===== config.mk =====
export PLATFORM = sky130hd
export DESIGN_NAME = acc_core_flat
export DESIGN_NICKNAME = d
export VERILOG_FILES = /design/src/rtl/acc_core_pkg.sv /design/src/rtl/acc_core_if.sv /design/src/rtl/acc_core_alu.sv /design/src/rtl/acc_core.sv /design/src/flat_wrapper.sv
export SDC_FILE = /design/constraint.sdc
export NUM_CORES = 2
export LEC_CHECK = 0
export CAP_MARGIN = 40
export CORE_MARGIN = 2
export CORE_UTILIZATION = 55
export CTS_BUF_LIST = sky130_fd_sc_hd__clkbuf_8
export CTS_CLUSTER_DIAMETER = 120
export DETAILED_ROUTE_END_ITERATION = 7
export PLACE_DENSITY = 0.73
export SLEW_MARGIN = 20
export SYNTH_ARGS = -nofsm -noshare
export SYNTH_HDL_FRONTEND = slang
export SYNTH_SLANG_ARGS = --single-unit

===== constraint.sdc =====
create_clock -name clk -period 5 [get_ports clk]
set_input_delay 0.75 -clock clk [delete_from_list [all_inputs] [get_ports clk]]
set_output_delay 0.75 -clock clk [all_outputs]
set_load 0.02 [all_outputs]

===== src/rtl/acc_core_pkg.sv =====
// Shared opcode and FSM state encodings for the acc_core accumulator processor.
package acc_core_pkg;

    localparam logic [3:0] OP_NOP  = 4'h0;
    localparam logic [3:0] OP_LD   = 4'h1;
    localparam logic [3:0] OP_LDI  = 4'h2;
    localparam logic [3:0] OP_ST   = 4'h3;
    localparam logic [3:0] OP_ADD  = 4'h4;
    localparam logic [3:0] OP_SUB  = 4'h5;
    localparam logic [3:0] OP_AND  = 4'h6;
    localparam logic [3:0] OP_OR   = 4'h7;
    localparam logic [3:0] OP_XOR  = 4'h8;
    localparam logic [3:0] OP_SLL  = 4'h9;
    localparam logic [3:0] OP_SRL  = 4'hA;
    localparam logic [3:0] OP_JMP  = 4'hB;
    localparam logic [3:0] OP_BZ   = 4'hC;
    localparam logic [3:0] OP_HALT = 4'hF;

    localparam logic [1:0] ST_IDLE  = 2'd0;
    localparam logic [1:0] ST_FETCH = 2'd1;
    localparam logic [1:0] ST_EXEC  = 2'd2;
    localparam logic [1:0] ST_HALT  = 2'd3;

endpackage


===== src/rtl/acc_core_if.sv =====
// Loader/status bundle of acc_core: the board loader is master, the core is slave.
interface acc_core_if #(
    parameter int DW = 8,
    parameter int AW = 8,
    parameter int MW = 4
) ();
    localparam int IW = 4 + MW;

    logic          start;
    logic          prog_we;
    logic [AW-1:0] prog_addr;
    logic [IW-1:0] prog_data;
    logic [DW-1:0] acc_out;
    logic [AW-1:0] pc_out;
    logic          busy;
    logic          halted;

    modport master (
        output start, prog_we, prog_addr, prog_data,
        input  acc_out, pc_out, busy, halted
    );

    modport slave (
        input  start, prog_we, prog_addr, prog_data,
        output acc_out, pc_out, busy, halted
    );
endinterface


===== src/rtl/acc_core_alu.sv =====
// Combinational accumulator datapath. Opcode 5 subtracts only when ACC_CORE_SUB_EN is defined.
module acc_core_alu
    import acc_core_pkg::*;
#(
    parameter int DW = 8,
    parameter int MW = 4
) (
    input  logic [3:0]    opcode,
    input  logic [DW-1:0] acc,
    input  logic [DW-1:0] dmem_data,
    input  logic [MW-1:0] operand,
    output logic [DW-1:0] acc_next,
    output logic          acc_we,
    output logic          zero
);

    always_comb begin
        acc_next = acc;
        acc_we   = 1'b1;
        case (opcode)
            OP_LD:   acc_next = dmem_data;
            OP_LDI:  acc_next = DW'(operand);
            OP_ADD:  acc_next = acc + dmem_data;
`ifdef ACC_CORE_SUB_EN
            OP_SUB:  acc_next = acc - dmem_data;
`else
            OP_SUB:  acc_we = 1'b0;
`endif
            OP_AND:  acc_next = acc & dmem_data;
            OP_OR:   acc_next = acc | dmem_data;
            OP_XOR:  acc_next = acc ^ dmem_data;
            OP_SLL:  acc_next = {acc[DW-2:0], 1'b0};
            OP_SRL:  acc_next = {1'b0, acc[DW-1:1]};
            default: acc_we = 1'b0;
        endcase
    end

    assign zero = (acc_next == '0);

endmodule


===== src/rtl/acc_core.sv =====
// acc_core top: run/halt FSM, program counter, program memory and data memory.
// Build with ACC_CORE_SUB_EN defined to enable the SUB opcode.
module acc_core
    import acc_core_pkg::*;
#(
    parameter int DW = 8,
    parameter int AW = 8,
    parameter int MW = 4
) (
    input  logic       clk,
    input  logic       rst,
    acc_core_if.slave  bus
);
    localparam int IW     = 4 + MW;
    localparam int PDEPTH = 1 << AW;
    localparam int DDEPTH = 1 << MW;

    logic [IW-1:0] prog_mem [PDEPTH];
    logic [DW-1:0] dmem_reg [DDEPTH];

    logic [1:0]    state_reg, state_next;
    logic [AW-1:0] pc_reg, pc_next;
    logic [DW-1:0] acc_reg;
    logic          z_reg;
    logic [IW-1:0] ir_reg;

    logic [3:0]    opcode;
    logic [MW-1:0] operand;
    logic [DW-1:0] dmem_data;
    logic [DW-1:0] alu_acc;
    logic          alu_we;
    logic          alu_zero;
    logic          stopped;
    logic          in_exec;

    assign opcode    = ir_reg[IW-1:MW];
    assign operand   = ir_reg[MW-1:0];
    assign dmem_data = dmem_reg[operand];
    assign stopped   = (state_reg == ST_IDLE) || (state_reg == ST_HALT);
    assign in_exec   = (state_reg == ST_EXEC);

    acc_core_alu #(.DW(DW), .MW(MW)) u_alu (
        .opcode    (opcode),
        .acc       (acc_reg),
        .dmem_data (dmem_data),
        .operand   (operand),
        .acc_next  (alu_acc),
        .acc_we    (alu_we),
        .zero      (alu_zero)
    );

    // Program memory is a plain RAM: never reset, written only while stopped.
    always_ff @(posedge clk) begin
        if (bus.prog_we && stopped)
            prog_mem[bus.prog_addr] <= bus.prog_data;
    end

    always_ff @(posedge clk) begin
        if (state_reg == ST_FETCH)
            ir_reg <= prog_mem[pc_reg];
    end

    always_comb begin
        state_next = state_reg;
        pc_next    = pc_reg;
        case (state_reg)
            ST_FETCH: state_next = ST_EXEC;
            ST_EXEC: begin
                state_next = (opcode == OP_HALT) ? ST_HALT : ST_FETCH;
                if (opcode == OP_JMP || (opcode == OP_BZ && z_reg))
                    pc_next = AW'(dmem_data);
                else if (opcode != OP_HALT)
                    pc_next = pc_reg + AW'(1);
            end
            default: begin
                if (bus.start) begin
                    state_next = ST_FETCH;
                    pc_next    = '0;
                end
            end
        endcase
    end

    always_ff @(posedge clk or posedge rst) begin
        if (rst) begin
            state_reg <= ST_IDLE;
            pc_reg    <= '0;
            acc_reg   <= '0;
            z_reg     <= 1'b0;
        end else begin
            state_reg <= state_next;
            pc_reg    <= pc_next;
            if (in_exec && alu_we) begin
                acc_reg <= alu_acc;
                z_reg   <= alu_zero;
            end
        end
    end

    always_ff @(posedge clk or posedge rst) begin
        if (rst) begin
            for (int i = 0; i < DDEPTH; i++)
                dmem_reg[i] <= '0;
        end else if (in_exec && opcode == OP_ST) begin
            dmem_reg[operand] <= acc_reg;
        end
    end

    assign bus.acc_out = acc_reg;
    assign bus.pc_out  = pc_reg;
    assign bus.busy    = (state_reg == ST_FETCH) || in_exec;
    assign bus.halted  = (state_reg == ST_HALT);

endmodule


===== src/flat_wrapper.sv =====
// flat-port wrapper written by rule: the top's interface ports become plain ports
module acc_core_flat import acc_core_pkg::*;
#(
    parameter int DW = 8,
    parameter int AW = 8,
    parameter int MW = 4
)
  (clk, rst, bus_start, bus_prog_we, bus_prog_addr, bus_prog_data, bus_acc_out, bus_pc_out, bus_busy, bus_halted);
  acc_core_if #(.DW(DW), .AW(AW), .MW(MW)) bus_i ();
  input  logic clk;
  input  logic rst;
  input wire logic [$bits(bus_i.start)-1:0] bus_start;
  input wire logic [$bits(bus_i.prog_we)-1:0] bus_prog_we;
  input wire logic [$bits(bus_i.prog_addr)-1:0] bus_prog_addr;
  input wire logic [$bits(bus_i.prog_data)-1:0] bus_prog_data;
  output wire logic [$bits(bus_i.acc_out)-1:0] bus_acc_out;
  output wire logic [$bits(bus_i.pc_out)-1:0] bus_pc_out;
  output wire logic [$bits(bus_i.busy)-1:0] bus_busy;
  output wire logic [$bits(bus_i.halted)-1:0] bus_halted;
  assign bus_i.start = bus_start;
  assign bus_i.prog_we = bus_prog_we;
  assign bus_i.prog_addr = bus_prog_addr;
  assign bus_i.prog_data = bus_prog_data;
  assign bus_acc_out = bus_i.acc_out;
  assign bus_pc_out = bus_i.pc_out;
  assign bus_busy = bus_i.busy;
  assign bus_halted = bus_i.halted;
  acc_core #(.DW(DW), .AW(AW), .MW(MW)) u_core (.clk(clk), .rst(rst), .bus(bus_i));
endmodule

Word-level counts from Yosys, hierarchy flattened
Memories as Yosys holds them, arrays and structs flattened. A register that Yosys moved wholly into a read port is not among the register bits.
Cells that the tools add are included.

storage, ports and cells
  ROM bits = 0
  memories = 1
  logic and storage cells = 78
  RAM bits = 2,048
  input port bits = 20
  bits in latches = 0
  output and inout port bits = 18
  register bits = 147

memories
  memory           words  width  rd ports  clocked after memory_dff  wr ports  RTL line        source
  u_core.prog_mem  256    8      1         1                         1         acc_core.sv:18  logic [IW-1:0] prog_mem [PDEPTH];

cells by class
  reduce and logical (&&, ||, !) cells = 14
  multipliers = 0
  bitwise gates (word level) = 5
  muxes and demuxes = 17
  shift operators = 0
  magnitude comparators = 2
  equality and inequality tests = 17
  add/sub/neg operators = 2
  divide/modulo/power cells = 0

operator list
  cell                                                                  number
  128-bit bitwise mux                                                   1
  8-bit one-hot mux with 8 select lines                                 1
  8-bit 2-to-1 mux                                                      6
  8-bit binary-select mux with 4-bit select                             1
  8-bit demux with 4-bit select                                         1
  4-bit == test, second input constant                                  6
  8-bit one-hot mux with 2 select lines                                 1
  4-bit by 3-bit == test with 1-bit output, second input constant       3
  8-bit by 1-bit adder with 8-bit output, second input constant         1
  8-bit adder                                                           1
  8-bit bitwise AND                                                     1
  4-bit by 2-bit == test with 1-bit output, second input constant       2
  8-bit zero test                                                       1
  8-bit OR                                                              1
  8-bit OR reduction                                                    1
  8-bit XOR                                                             1
  5-bit greater-or-equal comparator, second input constant              1
  1-bit logical AND                                                     5
  5-bit by 1-bit < comparator with 1-bit output, second input constant  1
  4-bit inverter with 5-bit output                                      1
  2-bit == test, second input constant                                  2
  4-bit by 1-bit == test with 1-bit output, second input constant       1
  2-bit 2-to-1 mux                                                      2
  4-bit inequality test, second input constant                          1
  other kinds (10)                                                      14

Depth between registers and ports, before layout
  depth in word-level cells = 7
  gate-level depth with buffers = 17
  depth with buffers taken out = 15

Modules after synthesis
Synthesis repeated with hierarchy kept, for this count alone.

unflattened totals
  cells, all modules = 4,409
  area, all modules = 87,935.6 um^2

by module, submodules not included
  module        times used  cells each  sequential area each (um^2)  area each (um^2)
  acc_core      1           4,225       65,417.7                     86,674.4
  acc_core_alu  1           184         0.0                          1,261.2

Worst setup path before layout
Ideal clock, no wire load.

  kind = reg2reg
  start point = reg u_core.ir_reg[0] (read register of u_core.prog_mem)
  end point = reg u_core.z_reg
  arrival time = 3.919 ns
  library setup time = 0.103 ns
  cell stages (with the launch flop) = 16
  clock period less this slack = 4.023 ns
  setup slack = 0.977 ns
  buffers on the path = 1
  data required time = 4.897 ns
  cells stage by stage = edfxtp_1 > buf_2 > mux4_2 > mux2_2 > o21ai_0 > inv_1 > ha_1 > fa_1 > a21o_1 > a21oi_1 > xor2_1 > o22ai_1 > a211oi_2 > nand4_1 > a2111o_1 > o41ai_2

on the way
  cells in the longest elaborated chain, start to end = 7
  elaborated cells between the ends (all ways) = 10
  classes of those cells = 1 x add/sub; 4 x mux; 4 x bitwise; 1 x reduce/logical

ends and longest elaborated chain
  element                                                 RTL line            source
  from (decl)                                             acc_core.sv:25      logic [IW-1:0] ir_reg;
  4-bit inverter with 5-bit output (implied by the code)  acc_core.sv:38      assign dmem_data = dmem_reg[operand];
  8-bit binary-select mux with 4-bit select               acc_core.sv:38
  8-bit 2-to-1 mux (implied by the code) (2 in a row)     acc_core.sv:38
  8-bit adder (tied with other cells)                     acc_core_alu.sv:23  OP_ADD: acc_next = acc + dmem_data;
  8-bit one-hot mux with 8 select lines *                 acc_core_alu.sv:20  case (opcode)
  8-bit zero test *                                       acc_core_alu.sv:38  assign zero = (acc_next == '0);
  to (signal assigned)                                    acc_core.sv:95      z_reg <= alu_zero;
  to (decl)                                               acc_core.sv:24      logic z_reg;

Mark *: on every way between the ends. The rest lies on a longest branch, timed or not. The select of a mux whose other input is x is not followed.
A chain may end at the register's enable or synchronous reset.

Worst setup path after layout
  start point = reg u_core.ir_reg[1] (read register of u_core.prog_mem)
  end point = reg u_core.z_reg

The elaborated chain is that of the path after synthesis.

==> impl_metrics.prom <==
# TYPE chip_impl_metric gauge
chip_impl_metric{name="number_of_antenna_violations_at_the_first_check_in_global_routing",unit=""} 8
chip_impl_info{name="tritoncts",value="built"} 1
chip_impl_metric{name="clk_latency",unit="ns"} 1.10
chip_impl_metric{name="rr_worst_depth",unit=""} 13
chip_impl_metric{name="final-max-slew-violation-count",unit=""} 0
chip_impl_metric{name="clock_sinks",unit=""} 2203
chip_impl_metric{name="combinationalPowerShare",unit="%"} 19.7
chip_impl_metric{name="finalSetupViolations",unit=""} 0
chip_impl_metric{name="antenna_left",unit=""} 0
chip_impl_metric{name="placement_rows",unit=""} 146
chip_impl_metric{name="io_buffer_count",unit=""} 37
chip_impl_info{name="synth.largest_area_cell",value="edfxtp_1"} 1
chip_impl_metric{name="finalSetupTns",unit="ns"} 0
chip_impl_metric{name="num_vias",unit=""} 46100
chip_impl_metric{name="power_report.internal_total",unit="µW"} 31200
chip_impl_metric{name="grt_start_max_net_pins",unit=""} 165
chip_impl_metric{name="fillers",unit=""} 10600
chip_impl_metric{name="syn_nets",unit=""} 4393
chip_impl_info{name="ys_top_cells_by_area",value="edfxtp_1, mux4_2, dfrtp_1"} 1
chip_impl_metric{name="finalWorstPathRequiredPeriod",unit="ns"} 4.62
chip_impl_metric{name="largest_reg_flops",unit=""} 2048
chip_impl_info{name="critical_path.endpoint_type",value="flop"} 1
chip_impl_info{name="rsz0062_at_grt",value="no"} 1
chip_impl_metric{name="synth_sequential_area_ratio",unit="%"} 74.5
chip_impl_metric{name="preCtsSetupSlack",unit="ns"} 0.423
chip_impl_metric{name="worst_setup_hold_path_clk_slew",unit="ns"} 0.06
chip_impl_metric{name="post-synth-top-area-fraction",unit="%"} 70.3
chip_impl_metric{name="sequential_share_of_power",unit="%"} 48.0
chip_impl_metric{name="synth_cell_types",unit=""} 71
chip_impl_info{name="crit_type",value="reg2reg"} 1
chip_impl_metric{name="post_drt_wl_per_cell",unit="µm"} 31.2
chip_impl_metric{name="chipWidth",unit="µm"} 403
chip_impl_metric{name="drt_pass1_iterations",unit=""} 6
chip_impl_metric{name="global_route.overflow_total",unit=""} 0
chip_impl_info{name="synth_commonest_cells",value="edfxtp_1, mux4_2, nor2_1, mux2i_1, nand2_1"} 1
chip_impl_metric{name="die_y",unit="µm"} 403
chip_impl_metric{name="fmax",unit="MHz"} 216
chip_impl_metric{name="power_switching_share",unit="%"} 27.9
chip_impl_metric{name="critPathArrivalTime",unit="ns"} 5.54
chip_impl_metric{name="async_flop_share",unit="%"} 6.67
chip_impl_metric{name="drive_above_1_share",unit="%"} 27.8
chip_impl_metric{name="dp_hpwl",unit="mm"} 136
chip_impl_metric{name="p_leak",unit="µW"} 0.0320
chip_impl_metric{name="critPathMaxFanout",unit=""} 20
chip_impl_metric{name="post_cts.repair.setup_buffers",unit=""} 0
chip_impl_metric{name="start_util",unit="%"} 55.4
chip_impl_metric{name="cts.repair.resized",unit=""} 0
chip_impl_metric{name="viasPerCell",unit=""} 6.48
chip_impl_metric{name="postSynthAreaPerCell",unit="µm²"} 20.2
chip_impl_metric{name="gp_congestion",unit=""} 0.929
chip_impl_metric{name="netlist_instances",unit=""} 4348
chip_impl_metric{name="netSwitchingPower",unit="µW"} 12100
chip_impl_metric{name="global_route.usage.total",unit="%"} 27.4
chip_impl_metric{name="yosys_warnings",unit=""} 0
chip_impl_metric{name="powerDensity",unit="nW/µm²"} 440
chip_impl_info{name="crit_path_start_kind",value="flop"} 1
chip_impl_metric{name="synth_enable_flop_cells",unit=""} 2056
chip_impl_metric{name="instances_no_fill",unit=""} 7116
chip_impl_metric{name="drc",unit=""} 0
chip_impl_info{name="min-delay-path-class",value="in2async"} 1
chip_impl_metric{name="syn_area",unit="µm²"} 87800
chip_impl_metric{name="clock_power_share",unit="%"} 32.3
chip_impl_metric{name="placed_cells_incl_taps",unit=""} 6443
chip_impl_metric{name="area_delta_synth_final",unit="%"} 12.2
chip_impl_metric{name="detail_route.wirelength",unit="mm"} 222
chip_impl_metric{name="wire_length_of_the_first_global_routing_pass",unit="mm"} 320
chip_impl_info{name="synth_top_flop_cell",value="edfxtp_1"} 1
chip_impl_metric{name="pin_count",unit=""} 38
chip_impl_metric{name="ys_seq_elements",unit=""} 2203
chip_impl_metric{name="finalHoldViolations",unit=""} 0
chip_impl_metric{name="final_cell_area",unit="µm²"} 98500
chip_impl_metric{name="fin_nets",unit=""} 4813
chip_impl_metric{name="critPathRequiredTime",unit="ns"} 5.92
chip_impl_metric{name="ctsHoldBuffers",unit=""} 0
chip_impl_metric{name="fp.coreArea",unit="µm²"} 158000
chip_impl_metric{name="timing_worst_slew_pin_value",unit="ns"} 1.03
chip_impl_metric{name="clock-skew-final",unit="ns"} 0.129
chip_impl_metric{name="max_transition_margin",unit="%"} 31.6
chip_impl_metric{name="via_count_of_the_first_global_routing_pass",unit=""} 45500
chip_impl_metric{name="ir_drop",unit="mV"} 0.472
chip_impl_metric{name="finalCritPeriodShare",unit="%"} 92.5
chip_impl_metric{name="cts_inserted_buffers",unit=""} 357
chip_impl_info{name="root_buf_cell",value="clkbuf_8"} 1
chip_impl_metric{name="dr.first_iter.drc_count",unit=""} 6969
chip_impl_metric{name="htree_num_levels",unit=""} 5
chip_impl_info{name="run_status",value="complete, no violations"} 1
chip_impl_info{name="yosys.cell_count.top_type",value="edfxtp_1"} 1
chip_impl_metric{name="place_area",unit="µm²"} 91800
chip_impl_metric{name="design.die.area",unit="µm²"} 163000
chip_impl_metric{name="total_power",unit="µW"} 43300
chip_impl_metric{name="post-route-worst-setup-slack",unit="ns"} 0.375
chip_impl_metric{name="cap_viol_max_count",unit=""} 0
chip_impl_metric{name="clock_path_buffers",unit=""} 4
## area by class of cell
class | count | area (µm²) | share of cell area, %
clock inverter | 257 | 1220 | 1.24
timing repair buffer | 316 | 3060 | 3.10
clock buffer | 367 | 5050 | 5.13
multi-input combinational | 1863 | 21000 | 21.3
sequential | 2203 | 65400 | 66.4
inverter | 27 | 111 | 0.113
antenna | 11 | 27.5 | 0.0279
tap | 2072 | 2590 | 2.63
## through the flow
stage | utilization, % | hold WS (ns)
finish | 62.2 | 0.0726
global route | 62.2 | 0.0425
CTS | 61.9 | 0.140
detailed placement | 58.0 | 0.465
global placement | 57.9 | 0.453
floorplan | - | 0.442
## metal layers
layer / track usage, % / vias up / part of all wire (%) / wire length [µm]
met2: 41.4 / 2946 / 47 / 104000
met4: 10.6 / 6 / 3.6 / 8090
li1: - / 18700 / - / -
met1: 39.4 / 24000 / 38 / 84700
met5: 0 / - / 0.015 / 34
met3: 6.31 / 482 / 11 / 24600
## layout by cell type, fill, tap and decap left out, types with 8 or more instances in the layout
| cell type | count |
|---|---|
| o22ai_1 | 25 |
| nor2_1 | 312 |
| nand3_1 | 43 |
| a21oi_1 | 64 |
| nand2b_1 | 16 |
| nand2_1 | 171 |
| a22o_1 | 20 |
| mux2_2 | 115 |
| edfxtp_1 | 2056 |
| a211oi_1 | 19 |
| o211ai_1 | 12 |
| buf_12 | 34 |
| mux2i_1 | 198 |
| o21ai_0 | 88 |
| a221oi_1 | 9 |
| inv_1 | 122 |
| ha_1 | 24 |
| mux4_1 | 11 |
| a22oi_1 | 32 |
| clkbuf_8 | 375 |
| clkinv_2 | 42 |
| clkinv_1 | 101 |
| dfrtp_1 | 141 |
| diode_2 | 11 |
| nand4_1 | 11 |
| and2_1 | 8 |
| a31oi_1 | 17 |
| nor3_1 | 17 |
| buf_4 | 235 |
| clkdlybuf4s50_1 | 29 |
| mux4_2 | 539 |
| nor2b_1 | 17 |
## kinds of logic (layout without fill, tap and decap cells)
family                   after synthesis  count (layout)  synth area share [%]
XOR/XNOR                               6               6                0.0599
other                                  0              11                     0
flip-flops                          2203            2203                  74.5
multiplexers                         863             863                  17.9
AO/OA/AOI/OAI                        333             333                  2.48
adder cells (fa/ha/maj)               25              25                 0.365
buffers and inverters                282             967                  1.58
AND/OR/NAND/NOR                      636             636                  3.10
## worst max-delay path, cell delays in order (launching register included)
cell      delay [ns]
edfxtp_1        0.60
buf_4           0.39
mux4_1          0.60
mux2_2          0.32
o21ai_0         0.43
ha_1            0.38
a21o_1          0.20
a21oi_1         0.18
xor2_1          0.16
o22ai_1         0.11
a211oi_2        0.32
nand4_1         0.13
a2111o_1        0.44
o41ai_2         0.28
## path summary, 6_finish.rpt
check                                startpoint                      to  slack (ns)
min                                         rst     u_core.dmem_reg[35]        0.07
max                            u_core.ir_reg[1]            u_core.z_reg        0.38
min in group clk               bus_prog_data[2]  u_core.prog_mem[21][2]        0.18
max in group asynchronous                   rst     u_core.dmem_reg[77]        3.93
max reg2reg                    u_core.ir_reg[1]            u_core.z_reg        0.38
min reg2reg                u_core.dmem_reg[122]    u_core.dmem_reg[122]        0.48
## power groups by stage
stage	Clock (µW)	Combinational, µW	Sequential, µW
floorplan	0	5690	20900
global placement	0	8400	21200
detailed placement	0	8470	21200
CTS	14200	8490	20800
global route	14900	8960	20800
finish	14000	8530	20800
Power figures use the tool's default switching activity.
